## src/rtl/neuron_accumulator_if.sv

```systemverilog
// Product-in / result-out handshake bundle between a neuron's multiplier and its accumulator.
// Signal names follow the multiplier path's established naming.
interface neuron_accumulator_if #(
    parameter int BIT = 8
) ();
    logic               iValid;
    logic [2*BIT-2:0]   iProduct;
    logic               iLast;
    logic               oReady;
    logic               oValid;
    logic [BIT-1:0]     oNum;
    logic               iReady;

    modport slave  (input  iValid, iProduct, iLast, iReady,
                    output oReady, oValid, oNum);
    modport master (output iValid, iProduct, iLast, iReady,
                    input  oReady, oValid, oNum);
endinterface

```

## src/rtl/neuron_accumulator.sv

```systemverilog
// Sums sign-magnitude products into a saturating two's-complement accumulator and
// requantizes the total to the 8-bit sign-magnitude activation format on the last term.
module neuron_accumulator #(
    parameter int BIT   = 8,
    parameter int ACC_W = 26,
    parameter bit RELU  = 1'b0
) (
    input  logic                 clk,
    input  logic                 rst,
    neuron_accumulator_if.slave  bus
);
    localparam int PW = 2*BIT - 1;
    localparam int MW = 2*BIT - 2;

    localparam logic signed [ACC_W-1:0] PLUS_ONE = {{(ACC_W-MW-1){1'b0}}, 1'b1, {MW{1'b0}}};
    localparam logic signed [ACC_W:0]   SAT_MAX  = {2'b00, {(ACC_W-1){1'b1}}};
    localparam logic signed [ACC_W:0]   SAT_MIN  = -SAT_MAX;
    localparam logic [ACC_W-1:0]        ONE_LSB  = {{(ACC_W-1){1'b0}}, 1'b1};
    localparam logic [ACC_W-1:0]        HALF_Q   = {{(ACC_W-BIT+1){1'b0}}, 1'b1, {(BIT-2){1'b0}}};
    localparam logic [ACC_W-1:0]        Q_LIMIT  = {{(ACC_W-BIT){1'b0}}, 1'b1, {(BIT-1){1'b0}}};

    typedef enum logic [1:0] {
        ST_ACC   = 2'd0,
        ST_ROUND = 2'd1,
        ST_OUT   = 2'd2
    } state_e;

    state_e                  state_q, state_d;
    logic signed [ACC_W-1:0] acc_q, acc_d;
    logic [BIT-1:0]          num_q, num_d;
    logic                    valid_q, valid_d;

    // Sign=1 with zero magnitude is the +1.0 code, not negative zero.
    function automatic logic signed [ACC_W-1:0] decode(input logic [PW-1:0] p);
        logic signed [ACC_W-1:0] mag;
        mag = {{(ACC_W-MW){1'b0}}, p[MW-1:0]};
        if (!p[PW-1]) begin
            decode = mag;
        end else if (mag == {ACC_W{1'b0}}) begin
            decode = PLUS_ONE;
        end else begin
            decode = -mag;
        end
    endfunction

    function automatic logic signed [ACC_W-1:0] sat_add(input logic signed [ACC_W-1:0] a,
                                                        input logic signed [ACC_W-1:0] d);
        logic signed [ACC_W:0] sum;
        logic signed [ACC_W:0] clip;
        sum = {a[ACC_W-1], a} + {d[ACC_W-1], d};
        if (sum > SAT_MAX) begin
            clip = SAT_MAX;
        end else if (sum < SAT_MIN) begin
            clip = SAT_MIN;
        end else begin
            clip = sum;
        end
        sat_add = clip[ACC_W-1:0];
    endfunction

    // Round half away from zero on the magnitude; 0x80 is reserved for +1.0.
    function automatic logic [BIT-1:0] requant(input logic signed [ACC_W-1:0] acc);
        logic              neg;
        logic [ACC_W-1:0]  a;
        logic [ACC_W-1:0]  q;
        neg = acc[ACC_W-1];
        a   = neg ? (~acc + ONE_LSB) : acc;
        q   = (a + HALF_Q) >> (BIT-1);
        if (q == {ACC_W{1'b0}}) begin
            requant = {BIT{1'b0}};
        end else if (neg && RELU) begin
            requant = {BIT{1'b0}};
        end else if (q >= Q_LIMIT) begin
            requant = neg ? {1'b1, {(BIT-1){1'b1}}} : {1'b1, {(BIT-1){1'b0}}};
        end else begin
            requant = {neg, q[BIT-2:0]};
        end
    endfunction

    // Next-state and datapath update for the accumulate / round / present cycle.
    always_comb begin
        state_d = state_q;
        acc_d   = acc_q;
        num_d   = num_q;
        valid_d = valid_q;
        case (state_q)
            ST_ACC: begin
                if (bus.iValid) begin
                    acc_d   = sat_add(acc_q, decode(bus.iProduct));
                    state_d = bus.iLast ? ST_ROUND : ST_ACC;
                end else begin
                    acc_d   = acc_q;
                end
            end
            ST_ROUND: begin
                num_d   = requant(acc_q);
                valid_d = 1'b1;
                state_d = ST_OUT;
            end
            ST_OUT: begin
                if (bus.iReady) begin
                    state_d = ST_ACC;
                    valid_d = 1'b0;
                    acc_d   = {ACC_W{1'b0}};
                end else begin
                    state_d = ST_OUT;
                end
            end
            default: begin
                state_d = ST_ACC;
                acc_d   = {ACC_W{1'b0}};
                valid_d = 1'b0;
            end
        endcase
    end

    // State and result registers; reset drops any partial sum or pending result.
    always_ff @(posedge clk or posedge rst) begin
        if (rst) begin
            state_q <= ST_ACC;
            acc_q   <= {ACC_W{1'b0}};
            num_q   <= {BIT{1'b0}};
            valid_q <= 1'b0;
        end else begin
            state_q <= state_d;
            acc_q   <= acc_d;
            num_q   <= num_d;
            valid_q <= valid_d;
        end
    end

    assign bus.oReady = (state_q == ST_ACC);
    assign bus.oValid = valid_q;
    assign bus.oNum   = num_q;
endmodule

```

## src/flat_wrapper.sv

```systemverilog
// flat-port wrapper written by rule: the top's interface ports become plain ports
module neuron_accumulator_flat 
#(
    parameter int BIT   = 8,
    parameter int ACC_W = 26,
    parameter bit RELU  = 1'b0
)
  (clk, rst, bus_iValid, bus_iProduct, bus_iLast, bus_iReady, bus_oReady, bus_oValid, bus_oNum);
  neuron_accumulator_if #(.BIT(BIT)) bus_i ();
  input  logic clk;
  input  logic rst;
  input wire logic [$bits(bus_i.iValid)-1:0] bus_iValid;
  input wire logic [$bits(bus_i.iProduct)-1:0] bus_iProduct;
  input wire logic [$bits(bus_i.iLast)-1:0] bus_iLast;
  input wire logic [$bits(bus_i.iReady)-1:0] bus_iReady;
  output wire logic [$bits(bus_i.oReady)-1:0] bus_oReady;
  output wire logic [$bits(bus_i.oValid)-1:0] bus_oValid;
  output wire logic [$bits(bus_i.oNum)-1:0] bus_oNum;
  assign bus_i.iValid = bus_iValid;
  assign bus_i.iProduct = bus_iProduct;
  assign bus_i.iLast = bus_iLast;
  assign bus_i.iReady = bus_iReady;
  assign bus_oReady = bus_i.oReady;
  assign bus_oValid = bus_i.oValid;
  assign bus_oNum = bus_i.oNum;
  neuron_accumulator #(.BIT(BIT), .ACC_W(ACC_W), .RELU(RELU)) u_core (.clk(clk), .rst(rst), .bus(bus_i));
endmodule
```

## config.mk

```make
export PLATFORM = sky130hd
export DESIGN_NAME = neuron_accumulator_flat
export DESIGN_NICKNAME = d
export VERILOG_FILES = /design/src/rtl/neuron_accumulator_if.sv /design/src/rtl/neuron_accumulator.sv /design/src/flat_wrapper.sv
export SDC_FILE = /design/constraint.sdc
export NUM_CORES = 1
export LEC_CHECK = 0
export BUFFER_PORTS_ARGS = -buffer_cell sky130_fd_sc_hd__buf_2
export CAP_MARGIN = 0
export CORE_ASPECT_RATIO = 1.5
export CORE_MARGIN = 3
export CORE_UTILIZATION = 50
export DETAILED_ROUTE_END_ITERATION = 16
export GPL_TIMING_DRIVEN = 0
export HOLD_SLACK_MARGIN = 0.03
export PLACE_DENSITY = 0.76
export SLEW_MARGIN = 5
export SYNTH_ARGS = -nofsm -noshare
export SYNTH_HDL_FRONTEND = slang
export SYNTH_SLANG_ARGS = --single-unit
```

## constraint.sdc

```tcl
create_clock -name clk -period 6.1 [get_ports clk]
set_clock_uncertainty 0.05 [all_clocks]
set_input_delay 1.83 -clock clk [delete_from_list [all_inputs] [get_ports clk]]
set_output_delay 1.83 -clock clk [all_outputs]
set_load 0.01 [all_outputs]
```

**Yosys cells after proc, flatten, opt, wreduce, memory -nomap -nowiden**

Index checks and enable logic that the tools add are counted.

- Add/subtract/negate cells: 4
- Multipliers: 0
- Div/mod/pow operators: 0
- Order comparisons: 3
- Eq/ne operators: 4
- Shifts and indexed selects: 0
- Multiplexer cells: 19
- Bitwise operators: 3
- Reductions and logical operators: 5

Operators by type and width:

| kind | count |
|---|---|
| two-way mux 26 bit | 9 |
| one-hot mux 26 bit (3 select lines) | 1 |
| adder 26 x 26 -> 27 bit | 1 |
| > comparator 27 x 26 -> 1 bit (second input constant) | 1 |
| < comparator 27 x 26 -> 1 bit (second input constant) | 1 |
| adder 26 x 1 -> 26 bit (second input constant) | 1 |
| adder 26 x 7 -> 26 bit (second input constant) | 1 |
| zero test 26 bit | 1 |
| negation 14 -> 26 bit | 1 |
| NOT 26 bit | 1 |
| >= comparator 19 x 8 -> 1 bit (second input constant) | 1 |
| two-way mux 8 bit | 2 |
| zero test 14 bit | 1 |
| two-way mux 7 bit | 1 |
| one-hot mux 2 bit (3 select lines) | 1 |
| two-way mux 2 bit | 2 |
| != test 2 bit (second input constant) | 2 |
| one-hot mux 1 bit (3 select lines) | 1 |
| AND reduction 3 bit | 1 |
| equality test 2 x 1 -> 1 bit (second input constant) | 1 |
| equality test 2 bit (second input constant) | 1 |
| zero test 2 bit | 1 |
| two-way mux 1 bit | 2 |
| NOT 1 bit | 2 |
| AND reduction 2 bit | 1 |

- Register bits after elaboration: 37
- Bits in latches: 0
- Memory bits (writable): 0
- Memory bits (read-only): 0
- Output and inout bits: 10
- Memories kept: 0

**Depth between registers and ports, before layout**

Gate-level depths: netlist of the first run.

- Depth in word-level cells: 11
- Gate-level depth with buffers: 26
- Depth with buffers taken out: 22

**Worst setup path before layout of the first run**

No wires, ideal clock.

- Kind: in2reg
- Start point: in bus_iProduct[0]
- End point: reg u_core.acc_q[6]
- Setup time: 0.087 ns
- Data arrival time: 6.777 ns
- Slack: -0.813 ns
- Stages on the path: 25
- Cells stage by stage: inv_1 > ha_1 > nand2_1 > or3_1 > nor4_1 > nand2_1 > nor4_1 > nand2b_1 > clkbuf_1 > inv_1 > nand2_1 > o21ai_0 > ha_1 > clkbuf_1 > and4_1 > nand3_1 > a211oi_1 > nor3_1 > o21ai_0 > a21oi_1 > xnor2_1 > and3_1 > a221o_1 > clkbuf_1 > o211ai_1

- Word-level cells in the longest chain between the ends: 11
- Elaborated cells on any way between the ends: 13

Ends and longest elaborated chain:

| element | line | text |
|---|---|---|
| start, declared | flat_wrapper.sv:13 | `input wire logic [$bits(bus_i.iProduct)-1:0] bus_iProduct;` |
| negation 14 -> 26 bit / zero test 14 bit (equally long branches) | neuron_accumulator.sv:42, neuron_accumulator.sv:39 |  |
| two-way mux 26 bit | neuron_accumulator.sv:39 | `end else if (mag == {ACC_W{1'b0}}) begin` |
| two-way mux 26 bit * | neuron_accumulator.sv:37 | `if (!p[PW-1]) begin` |
| two-way mux 26 bit * | neuron_accumulator.sv:88 | `if (bus.iValid) begin` |
| two-way mux 26 bit * | neuron_accumulator.sv:86 | `case (state_q)` |
| adder 26 x 26 -> 27 bit * | neuron_accumulator.sv:50 | `sum = {a[ACC_W-1], a} + {d[ACC_W-1], d};` |
| < comparator 27 x 26 -> 1 bit | neuron_accumulator.sv:53 | `end else if (sum < SAT_MIN) begin` |
| two-way mux 26 bit | neuron_accumulator.sv:53 |  |
| two-way mux 26 bit * | neuron_accumulator.sv:51 | `if (sum > SAT_MAX) begin` |
| two-way mux 26 bit * | neuron_accumulator.sv:88 |  |
| one-hot mux 26 bit (3 select lines) * | neuron_accumulator.sv:86 |  |
| end signal, assigned | neuron_accumulator.sv:121 | `acc_q <= {ACC_W{1'b0}};` |
| end, declared | neuron_accumulator.sv:29 | `logic signed [ACC_W-1:0] acc_q, acc_d;` |

Mark *: on every way between the ends. The rest lies on a longest branch, timed or not. The select of a mux whose other input is x is not followed.
A chain may end at the register's enable or synchronous reset.

**Worst setup path after layout of the first run**

- Start point: in bus_iProduct[1]
- End point: reg u_core.acc_q[9]

The elaborated chain is that of the path after synthesis.

==> results.txt, run 1 <==
status - finished with violations
failing checks - negative setup slack
EDFF count, synth - 0
core area - 9360 µm²
die area - 11000 µm²
normalized max-slew margin - 49.4%
Ports - 30
hold-fix buffers at CTS - 0
Seq. cell area - 926 µm²
worst-path fanout max - 5
hpwl dp - 11300 µm
Synth top area share - 19.0%
Layout Nets - 774
root buf cell - clkbuf_16
Diodes inserted - 0
initial antenna violation count - 0
CTS buffer count - 5
power density of the placed cells - 510 nW/µm²
syn_nets - 704
global-route wire length before repair - 24400 µm
Sink Count - 37
grt ovf - 0
worst path required time - 6.26 ns
Routed WL per cell - 17.9 µm
Post-Syn Instances - 654
deepest clock path buffer count - 2
antenna viol nets, final - 0
vias in the first global route - 5127
Tcrit/Tclk final - 104%
clock transition at the registers of the reported paths - 0.06 ns
Pins Over Slew Limit - 0
setup_tns - -3.80 ns
min Tclk post-route - 6.31 ns
ratio of cells with drive above 1 in the final layout - 26.1%
routed vias - 5294
initial core utilization - 52.2%
Hold Vio Cnt, Final - 0
cell taking the most area after synthesis - dfrtp_1
PortBufs - 29
Post-route DRC - 0
CP Launch Type - input port
MaxCap Viol Count - 0
Unique masters post-synth - 84
flop2flop setup slack - 1.48 ns
DIE HEIGHT - 127 µm
leading post-synthesis cells by cell area - dfrtp_1 19%, ha_1 7.4%, nand2_1 6.8%, xnor2_1 5.7%, o21ai_0 5.4%
tightest hold margin - 0.450 ns
RSZ-0062 raised after global routing - true
Global Route Usage Sum - 27.4%
switching part of the total - 50.7%
mean post-synth cell area - 7.47 µm²
Clk pwr share - 9.9%
Fmax - 0.158 GHz
P&R area growth vs syn - 25.4%
Seq/Total Area, Yosys - 19.0%
row cnt - 43
Peak VDD IR - 0.315 mV
RePlAce Congestion - 0.932
Least-Margin Pin Slew - 0.752 ns
Vias/cell - 6.32
Crit. End Element - flip-flop
Comb power frac - 75.0%
die width - 86.7 µm
Clock Latency Late Sink - 0.29 ns
final worst slack - -0.214 ns
critical path class - input port to flip-flop
Post-synth ARST share - 100%
DR pass1 iterations - 4
CTS H-tree depth - 2
#FFs+latches synth - 37
DRT Wirelength - 15000 µm
mapped cell area - 4880 µm²
CP arrival - 6.47 ns
area of the multi-input gates - 4080 µm²
Seq pwr share - 15.1%
largest net degree at the start of global routing - 38
fillers - 823
CTS tree - yes
Net Switching - 1580 µW
Synth Flop Type - dfrtp_1
HP Class - flip-flop to flip-flop
count of warnings emitted by yosys - 0
Iter 0 DRT Violations - 220
Leakage Power - 0.00254 µW
Final setup viols - 24
internal power - 1540 µW
[final timing paths]
check / end / cells after the start / startpoint
max in group asynchronous: u_core.acc_q[22]$_DFFE_PP0P_ / 2 / rst
setup / recovery: u_core.acc_q[9]$_DFFE_PP0P_ / 21 / bus_iProduct[1]
setup reg to reg: u_core.bus.oNum[0]$_DFFE_PP0P_ / 15 / u_core.acc_q[5]$_DFFE_PP0P_
hold / removal: u_core.bus.oValid$_DFFE_PP0P_ / 1 / u_core.bus.oValid$_DFFE_PP0P_
min in group asynchronous: u_core.state_q[1]$_DFFE_PP0N_ / 2 / rst
hold reg to reg: u_core.bus.oValid$_DFFE_PP0P_ / 1 / u_core.bus.oValid$_DFFE_PP0P_
[cell usage in the layout, fill, tap and decap left out, types with 6 or more instances in the layout]
cell,synthesis,layout
buf_4,0,36
nand2_1,88,82
ha_1,29,23
buf_2,1,28
nand4_1,8,8
nor2_1,59,55
o21ai_2,0,14
a21o_1,14,14
and3_1,8,8
nor3_1,21,17
a21oi_1,30,23
dfrtp_1,37,37
o31ai_1,8,8
inv_1,21,18
xor2_1,16,16
nand3_1,23,20
nand2b_1,11,10
clkbuf_8,3,8
o211ai_1,13,13
a221o_1,7,6
o21ai_0,53,30
a31oi_1,9,8
xnor2_1,32,32
clkbuf_1,24,15
buf_6,4,8
o21ai_1,0,9
[metrics by stage]
stage	power (µW)	utilization (%)	instances	cell area (µm²)	setup slack (ns)
5_1_grt	3350	65.4	837	6120	-0.404
2_1_floorplan	1960	-	654	4990	0.0147
6_report	3120	65.4	837	6120	-0.214
3_5_place_dp	2420	56.4	795	5280	-1.44
4_1_cts	2980	63.6	830	5960	-0.160
3_3_place_gp	2370	56.4	795	5280	-1.42
[power by group through the flow]
stage          combinational (µW)  clock, µW  sequential, µW
5_1_grt                      2550        317             483
4_1_cts                      2200        311             468
3_3_place_gp                 1900          0             466
6_report                     2340        309             473
2_1_floorplan                1520          0             440
3_5_place_dp                 1950          0             472
[metal layers]
metal,up-vias,share of wire (%),GRT usage [%]
li1,2571,-,-
met1,2521,39,30.3
met2,142,53,49.2
met3,60,2.6,2.39
met4,0,5.6,17.2
met5,-,0,0
[worst max-delay path: stages]
cell and delay [ns]:
buf_6 0.09, or3_4 0.38, or3_4 0.35, or3_4 0.35
nor3_4 0.16, nand2_2 0.12, nor4_4 0.27, buf_4 0.17
nor2_2 0.06, ha_4 0.29, nand2_1 0.10, nor4_4 0.37
nand3_2 0.16, a31oi_1 0.19, o31a_1 0.28, o2111a_1 0.25
nor3_2 0.07, and3_1 0.17, a221o_2 0.44, clkbuf_8 0.19
o211ai_1 0.16
[state kept, by name, indices dropped and copies added (netlist names)]
signal	flops
u_core.bus.oValid	1
u_core.bus.oNum	8
u_core.state_q	2
u_core.acc_q	26
[cell families after synthesis]
logic type / synth area share (%)
AOI/OAI and AO/OA: 28.7
xor gates and xnor gates: 8.61
adders and majority gates: 8.04
buffers and inverters: 6.45
DFF: 19.0
muxes: 1.26
and+or+nand+nor: 28.0
[synthesized netlist by cell type, types with 4 or more instances]
cell,number
a31oi_1,9
and3_1,8
mux2i_1,5
o211ai_1,13
nor2b_1,6
inv_1,21
clkbuf_1,24
o31a_1,4
and4_1,4
buf_6,4
a21oi_1,30
o31ai_1,8
or3_1,9
xnor2_1,32
nor2_1,59
o21bai_1,5
nor3_1,21
nand2b_1,11
nand3_1,23
o21ai_0,53
o21a_1,4
xor2_1,16
a21o_1,14
o41ai_1,5
ha_1,29
a221o_1,7
nor4_1,12
nand2_1,88
o22ai_1,5
dfrtp_1,37
a211oi_1,7
nand4_1,8
[timing repair]
action | in CTS | in global routing
buffers inserted | 31 | 7
cloned | 2 | 0
resized for setup | 83 | 25
setup endpoints to repair | 26 | 25
pin swaps | 42 | 17
[cell type report]
class	instances	share of cell area, %
plain buffers	30	3.94
clock buffers	6	2.27
clock inverters	2	0.613
inverters	22	1.39
multi-input cells	559	66.6
flip-flops and latches	37	15.1
well taps	112	2.29
repair buffers	69	7.81
Note: power is estimated with default switching activity, not from simulation.
==> run 2, diff against run 1 <==
GPL_TIMING_DRIVEN = default   (was 0)
SLEW_MARGIN = default   (was 5)
==> results.txt, run 2 (same netlist as run 1, synthesis figures left out) <==
initial core utilization - 52.2% (unchanged)
CTS buffer count - 5 (unchanged)
crit-path cells - buf_6, or3_4, or3_4, or3_4, nor3_4, nand2_2, a211o_1, nand2_1, o21ai_2, ha_1, a21o_1, o21bai_1, a21oi_1, a31oi_1, o31a_1, or3_4, a211oi_2, and3_4, a221o_2, clkbuf_16, o21ai_0
total power - 3350 µW (+7.4%)
RSZ-0062 raised after global routing - true
CTS tree - yes
Finished Cell Area - 6370 µm² (+4.0%)
CP Buf/Inv Count - 2 (-1)
RePlAce Congestion - 0.922 (-1.1%)
CP max-delay cell - o31a_1
Placed Area - 5800 µm² (+9.8%)
clock transition at the registers of the reported paths - 0.05 ns (about the same)
Crit. End Element - flip-flop
commonest non-fill, non-tap cell in the layout - buf_4
max FFs per register - 26 (unchanged)
largest net degree at the start of global routing - 41 (+7.9%)
routed length on met3 - 660 µm (+70%)
worst path required time - 6.19 ns (-0.07 ns)
power density of the placed cells - 526 nW/µm² (+3.3%)
CP Launch Type - input port
CTS H-tree depth - 2 (unchanged)
routed vias - 5499 (+3.9%)
grt ovf - 0 (unchanged)
Clock Latency Late Sink - 0.28 ns (about the same)
Cell Count, Final, Fillers Out - 880 (+5.1%)
Diodes inserted - 0 (unchanged)
die width - 86.7 µm (unchanged)
met1 WL - 5570 µm (-4.9%)
antenna viol nets, final - 0 (unchanged)
DRT Wirelength - 15000 µm (+0.25%)
CP arrival - 6.44 ns (-0.03 ns)
row cnt - 43 (unchanged)
hpwl dp - 11200 µm (-1.3%)
Biggest register - u_core.acc_q
Seq. cell area - 926 µm² (unchanged)
Sink Count - 37 (unchanged)
root buf cell - clkbuf_16
Leakage Power - 0.00277 µW (+9.2%)
Global Route Usage Sum - 26.0% (-1.4 points)
Fmax - 0.158 GHz (-0.48%)
critical path class - input port to flip-flop
status - finished with violations
ratio of cells with drive above 1 in the final layout - 29.4% (+3.4 points)
failing checks - negative setup slack
Layout Nets - 817 (+5.6%)
area of the multi-input gates - 3990 µm² (-2.1%)
Most common cell on crit path - or3_4
Hold Vio Cnt, Final - 0 (unchanged)
Pins Over Slew Limit - 0 (unchanged)
Vias/cell - 6.25 (-1.2%)
initial antenna violation count - 0 (unchanged)
die area - 11000 µm² (unchanged)
Least-Margin Pin Slew - 0.924 ns (+0.172 ns)
worst-path fanout max - 6 (+1)
deepest clock path buffer count - 2 (unchanged)
HP Class - flip-flop to flip-flop
delay-heaviest family, CP - simple AND/OR/NAND/NOR gates
normalized max-slew margin - 38.2% (-11 points)
Iter 0 DRT Violations - 429 (+95%)
final worst slack - -0.244 ns (-0.0301 ns)
Routed WL per cell - 17.1 µm (-4.6%)
MaxCap Viol Count - 0 (unchanged)
Peak VDD IR - 0.358 mV (+14%)
fillers - 739 (-10%)
Post-route DRC - 0 (unchanged)
Final setup viols - 24 (unchanged)
DR top layer - met4
met2 wire length - 7980 µm (+1.2%)
DR pass1 iterations - 7 (+3)
global-route wire length before repair - 23600 µm (-3.2%)
PortBufs - 29 (unchanged)
Ports - 30 (unchanged)
crit-path max cell delay - 0.38 ns (-0.06 ns)
tightest hold margin - 0.447 ns (-0.00277 ns)
vias in the first global route - 5372 (+4.8%)
DP Cell Count - 860 (+8.2%)
core area - 9360 µm² (unchanged)
P&R area growth vs syn - 30.4%
most frequent cells in the layout - 110 x buf_4, 84 x nand2_1, 57 x nor2_1
DIE HEIGHT - 127 µm (unchanged)
min Tclk post-route - 6.34 ns (+0.0301 ns)
setup_tns - -3.73 ns (+0.0769 ns)
Tcrit/Tclk final - 104% (+0.49 points)
## run 2: changes by cell type in the layout (fill, tap and decap cells not counted), sizes merged
cell         previous run  this run
bufbuf                  1         0
clkbuf                 30         6
bufinv                  1         2
dlygate4sd1             1         0
buf                    73       141
clkinvlp                1         0
clkinv                  1         2
## run 2: final cells by class
type | instances | area share, %
Clock buffer | 5 | 1.96
Clock inverter | 3 | 1.02
Inverter | 22 | 1.30
Multi-Input combinational cell | 559 | 62.7
Sequential cell | 37 | 14.5
Tap cell | 112 | 2.20
Timing Repair Buffer | 142 | 16.3
## run 2: final timing paths
check	slack [ns]	end	start	cells after the start
worst max-delay path	-0.24	u_core.acc_q[17]$_DFFE_PP0P_	bus_iProduct[1]	21
max in group asynchronous	4.09	u_core.acc_q[18]$_DFFE_PP0P_	rst	3
worst min-delay path	0.45	u_core.bus.oValid$_DFFE_PP0P_	u_core.bus.oValid$_DFFE_PP0P_	1
worst min register to register	0.45	u_core.bus.oValid$_DFFE_PP0P_	u_core.bus.oValid$_DFFE_PP0P_	1
min in group asynchronous	1.59	u_core.bus.oNum[6]$_DFFE_PP0P_	rst	3
worst max register to register	1.35	u_core.bus.oNum[3]$_DFFE_PP0P_	u_core.acc_q[5]$_DFFE_PP0P_	14
## run 2: stage by stage
stage,util (%),setup WS (ns)
global route,68.0,-0.505
detailed placement,61.9,-0.706
finish,68.0,-0.244
global placement,61.9,-0.423
floorplan,-,0.0147
CTS,65.3,-0.0627
## run 2: what timing repair did
item	4_1_cts	5_1_grt
buffers inserted	6	4
pin swaps	4	8
endpoints found under the setup margin	24	25
cloned	0	2
hold buffers	0	0
gates resized for setup	18	56
## run 2: power breakdown
group          internal, µW  switching, µW
Combinational          1170           1320
Sequential              344            192
Clock                   233           97.6
Total                  1750           1610
## run 2: routing by layer
metal | track usage, % | up-vias
met5 | 0 | -
met4 | 15.7 | 0
met3 | 2.65 | 60
met2 | 47.8 | 197
met1 | 27.9 | 2583
li1 | - | 2659
==> run 3, diff against run 2 <==
--- a/config.mk
+++ b/config.mk
@@ -11,6 +11,7 @@
 export CORE_MARGIN = 3
-export CORE_UTILIZATION = 50
+export CORE_UTILIZATION = 35
+export CTS_BUF_LIST = sky130_fd_sc_hd__clkbuf_8
 export DETAILED_ROUTE_END_ITERATION = 16
 export HOLD_SLACK_MARGIN = 0.03
-export PLACE_DENSITY = 0.76
+export PLACE_DENSITY = 0.59
 export SYNTH_ARGS = -nofsm -noshare
--- a/constraint.sdc
+++ b/constraint.sdc
@@ -4,2 +4,2 @@
 set_output_delay 1.83 -clock clk [all_outputs]
-set_load 0.01 [all_outputs]
+set_load 0.005 [all_outputs]
==> results.txt, run 3 (same netlist as run 1, synthesis figures left out) <==
status - finished with violations
failing checks - negative setup slack
deepest clock path buffer count - 2 (unchanged)
switching part of the total - 49.0% (+1.1 points)
final worst slack - -0.121 ns (+0.124 ns)
CP Launch Type - input port
power density of the placed cells - 488 nW/µm² (-7.2%)
Critical R2R Launch - u_core.acc_q[5]$_DFFE_PP0P_
routed vias - 5320 (-3.3%)
RePlAce Congestion - 0.902 (-2.2%)
total power - 3090 µW (-7.7%)
Sink Count - 37 (unchanged)
HP Class - flip-flop to flip-flop
Crit. End Element - flip-flop
antenna viol nets, final - 0 (unchanged)
CTS H-tree depth - 2 (unchanged)
Biggest register - u_core.acc_q
Global Route Usage Sum - 19.8% (-6.3 points)
Pins Over Slew Limit - 0 (unchanged)
vias in the first global route - 5297 (-1.4%)
row cnt - 52 (+21%)
worst path required time - 6.22 ns (+0.03 ns)
clock transition at the registers of the reported paths - 0.09 ns (+0.04 ns)
Leakage Power - 0.00276 µW (-0.70%)
Clock Latency Late Sink - 0.31 ns (+0.03 ns)
Comb power frac - 76.8% (+2.6 points)
ratio of cells with drive above 1 in the final layout - 29.5% (+0.045 points)
Ports - 30 (unchanged)
DR pass1 iterations - 4 (-3)
DRT Wirelength - 14900 µm (-1.0%)
core area - 13600 µm² (+45%)
CP startpoint - bus_iProduct[1]
largest net degree at the start of global routing - 41 (unchanged)
Layout Nets - 826 (+1.1%)
initial core utilization - 35.9% (-16 points)
root buf cell - clkbuf_8
global-route wire length before repair - 24500 µm (+3.8%)
DIE HEIGHT - 151 µm (+19%)
Tcrit/Tclk final - 102% (-2.0 points)
Least-Margin Pin Slew - 0.949 ns (+0.0251 ns)
initial antenna violation count - 0 (unchanged)
normalized max-slew margin - 36.5% (-1.7 points)
RSZ-0062 raised after global routing - true
P&R area growth vs syn - 29.7%
worst-path fanout max - 23 (+17)
setup_tns - -2.54 ns (+1.19 ns)
max FFs per register - 26 (unchanged)
Diodes inserted - 0 (unchanged)
Peak VDD IR - 0.179 mV (-50%)
Iter 0 DRT Violations - 162 (-62%)
MaxCap Viol Count - 0 (unchanged)
Final setup viols - 24 (unchanged)
Hold Vio Cnt, Final - 0 (unchanged)
min Tclk post-route - 6.22 ns (-0.124 ns)
CP arrival - 6.34 ns (-0.10 ns)
die area - 15400 µm² (+40%)
Seq pwr share - 17.4% (+1.4 points)
internal power - 1580 µW (-9.6%)
Post-route DRC - 0 (unchanged)
Fmax - 0.161 GHz (+2.0%)
most frequent cells in the layout - 119 x buf_4, 85 x nand2_1, 57 x nor2_1
PortBufs - 29 (unchanged)
CTS tree - yes
die width - 102 µm (+18%)
Net Switching - 1520 µW (-5.7%)
CTS buffer count - 5 (unchanged)
tightest hold margin - 0.443 ns (-0.00404 ns)
Hold Startpoint - u_core.bus.oValid$_DFFE_PP0P_
Routed WL per cell - 15.8 µm (-7.2%)
critical path class - input port to flip-flop
hpwl dp - 12300 µm (+9.8%)
Vias/cell - 5.67 (-9.3%)
grt ovf - 0 (unchanged)
commonest non-fill, non-tap cell in the layout - buf_4
Clk pwr share - 5.9% (-4.0 points)
run 3: cell count changes in the layout (fill, tap and decap cells not counted), sizes merged:
cell / before / now
buf: 141 / 151
bufinv: 2 / 0
clkbuf: 6 / 5
clkinvlp: 0 / 1
inv: 21 / 22
run 3: stage by stage:
stage	worst slack (ns)	util (%)	cell area, µm²	std cells
after floorplan	0.0147	-	4990	654
after global placement	-0.584	43.8	5950	921
after detailed placement	-0.749	43.8	5950	921
after CTS	-0.0973	46.1	6270	939
after global routing	-0.319	46.6	6330	939
final	-0.121	46.6	6330	939
run 3: area by class of cell:
class / instances / area [µm²]
Tap cell: 162 / 203
Clock buffer: 5 / 68.8
Timing Repair Buffer: 151 / 1100
Clock inverter: 3 / 25.0
Sequential cell: 37 / 926
Inverter: 22 / 82.6
Multi-Input combinational cell: 559 / 3930
Fill cell: 1320 / 7260
run 3: final timing paths:
kind / cells after the start / slack, ns / to
worst max-delay path: 22 / -0.12 / u_core.acc_q[14]$_DFFE_PP0P_
worst min-delay path: 1 / 0.44 / u_core.bus.oValid$_DFFE_PP0P_
worst max register to register: 14 / 1.39 / u_core.bus.oNum[6]$_DFFE_PP0P_
worst min register to register: 1 / 0.44 / u_core.bus.oValid$_DFFE_PP0P_
max in group asynchronous: 3 / 4.11 / u_core.acc_q[18]$_DFFE_PP0P_
min in group asynchronous: 3 / 1.56 / u_core.bus.oValid$_DFFE_PP0P_
run 3: critical path, cell delays in order:
cell      delay, ns
buf_6          0.09
or3_4          0.37
or3_4          0.35
or3_4          0.36
nor3_4         0.15
nand2_2        0.12
a211o_1        0.32
nand2_1        0.08
o21ai_2        0.07
ha_1           0.27
a21o_1         0.19
buf_4          0.14
a211oi_2       0.24
nor2_2         0.11
nor4_4         0.25
nor3_1         0.11
or3b_4         0.41
a211oi_2       0.20
and3_4         0.21
a221o_1        0.18
buf_12         0.16
o211ai_1       0.08
run 3: routing by layer:
layer / track usage, % / up-vias / part of all wire (%)
met4: 8.60 / 0 / 3.8
met3: 1.30 / 33 / 2.0
met1: 21.7 / 2521 / 39
met2: 37.8 / 94 / 55
li1: - / 2672 / -
met5: 0 / - / 0
run 3: power groups by stage:
stage | Sequential (µW) | Clock [µW] | Combinational [µW]
after CTS | 533 | 186 | 2340
after floorplan | 429 | 0 | 1520
after global placement | 533 | 0 | 2200
after global routing | 560 | 194 | 2630
final | 538 | 181 | 2370
after detailed placement | 539 | 0 | 2230
run 3: repair_timing:
action                                  4_1_cts  5_1_grt
endpoints found under the setup margin       24       25
resized for setup                            31       17
setup buffers                                10        0
hold buffers                                  0        0
pin swaps                                     8        4
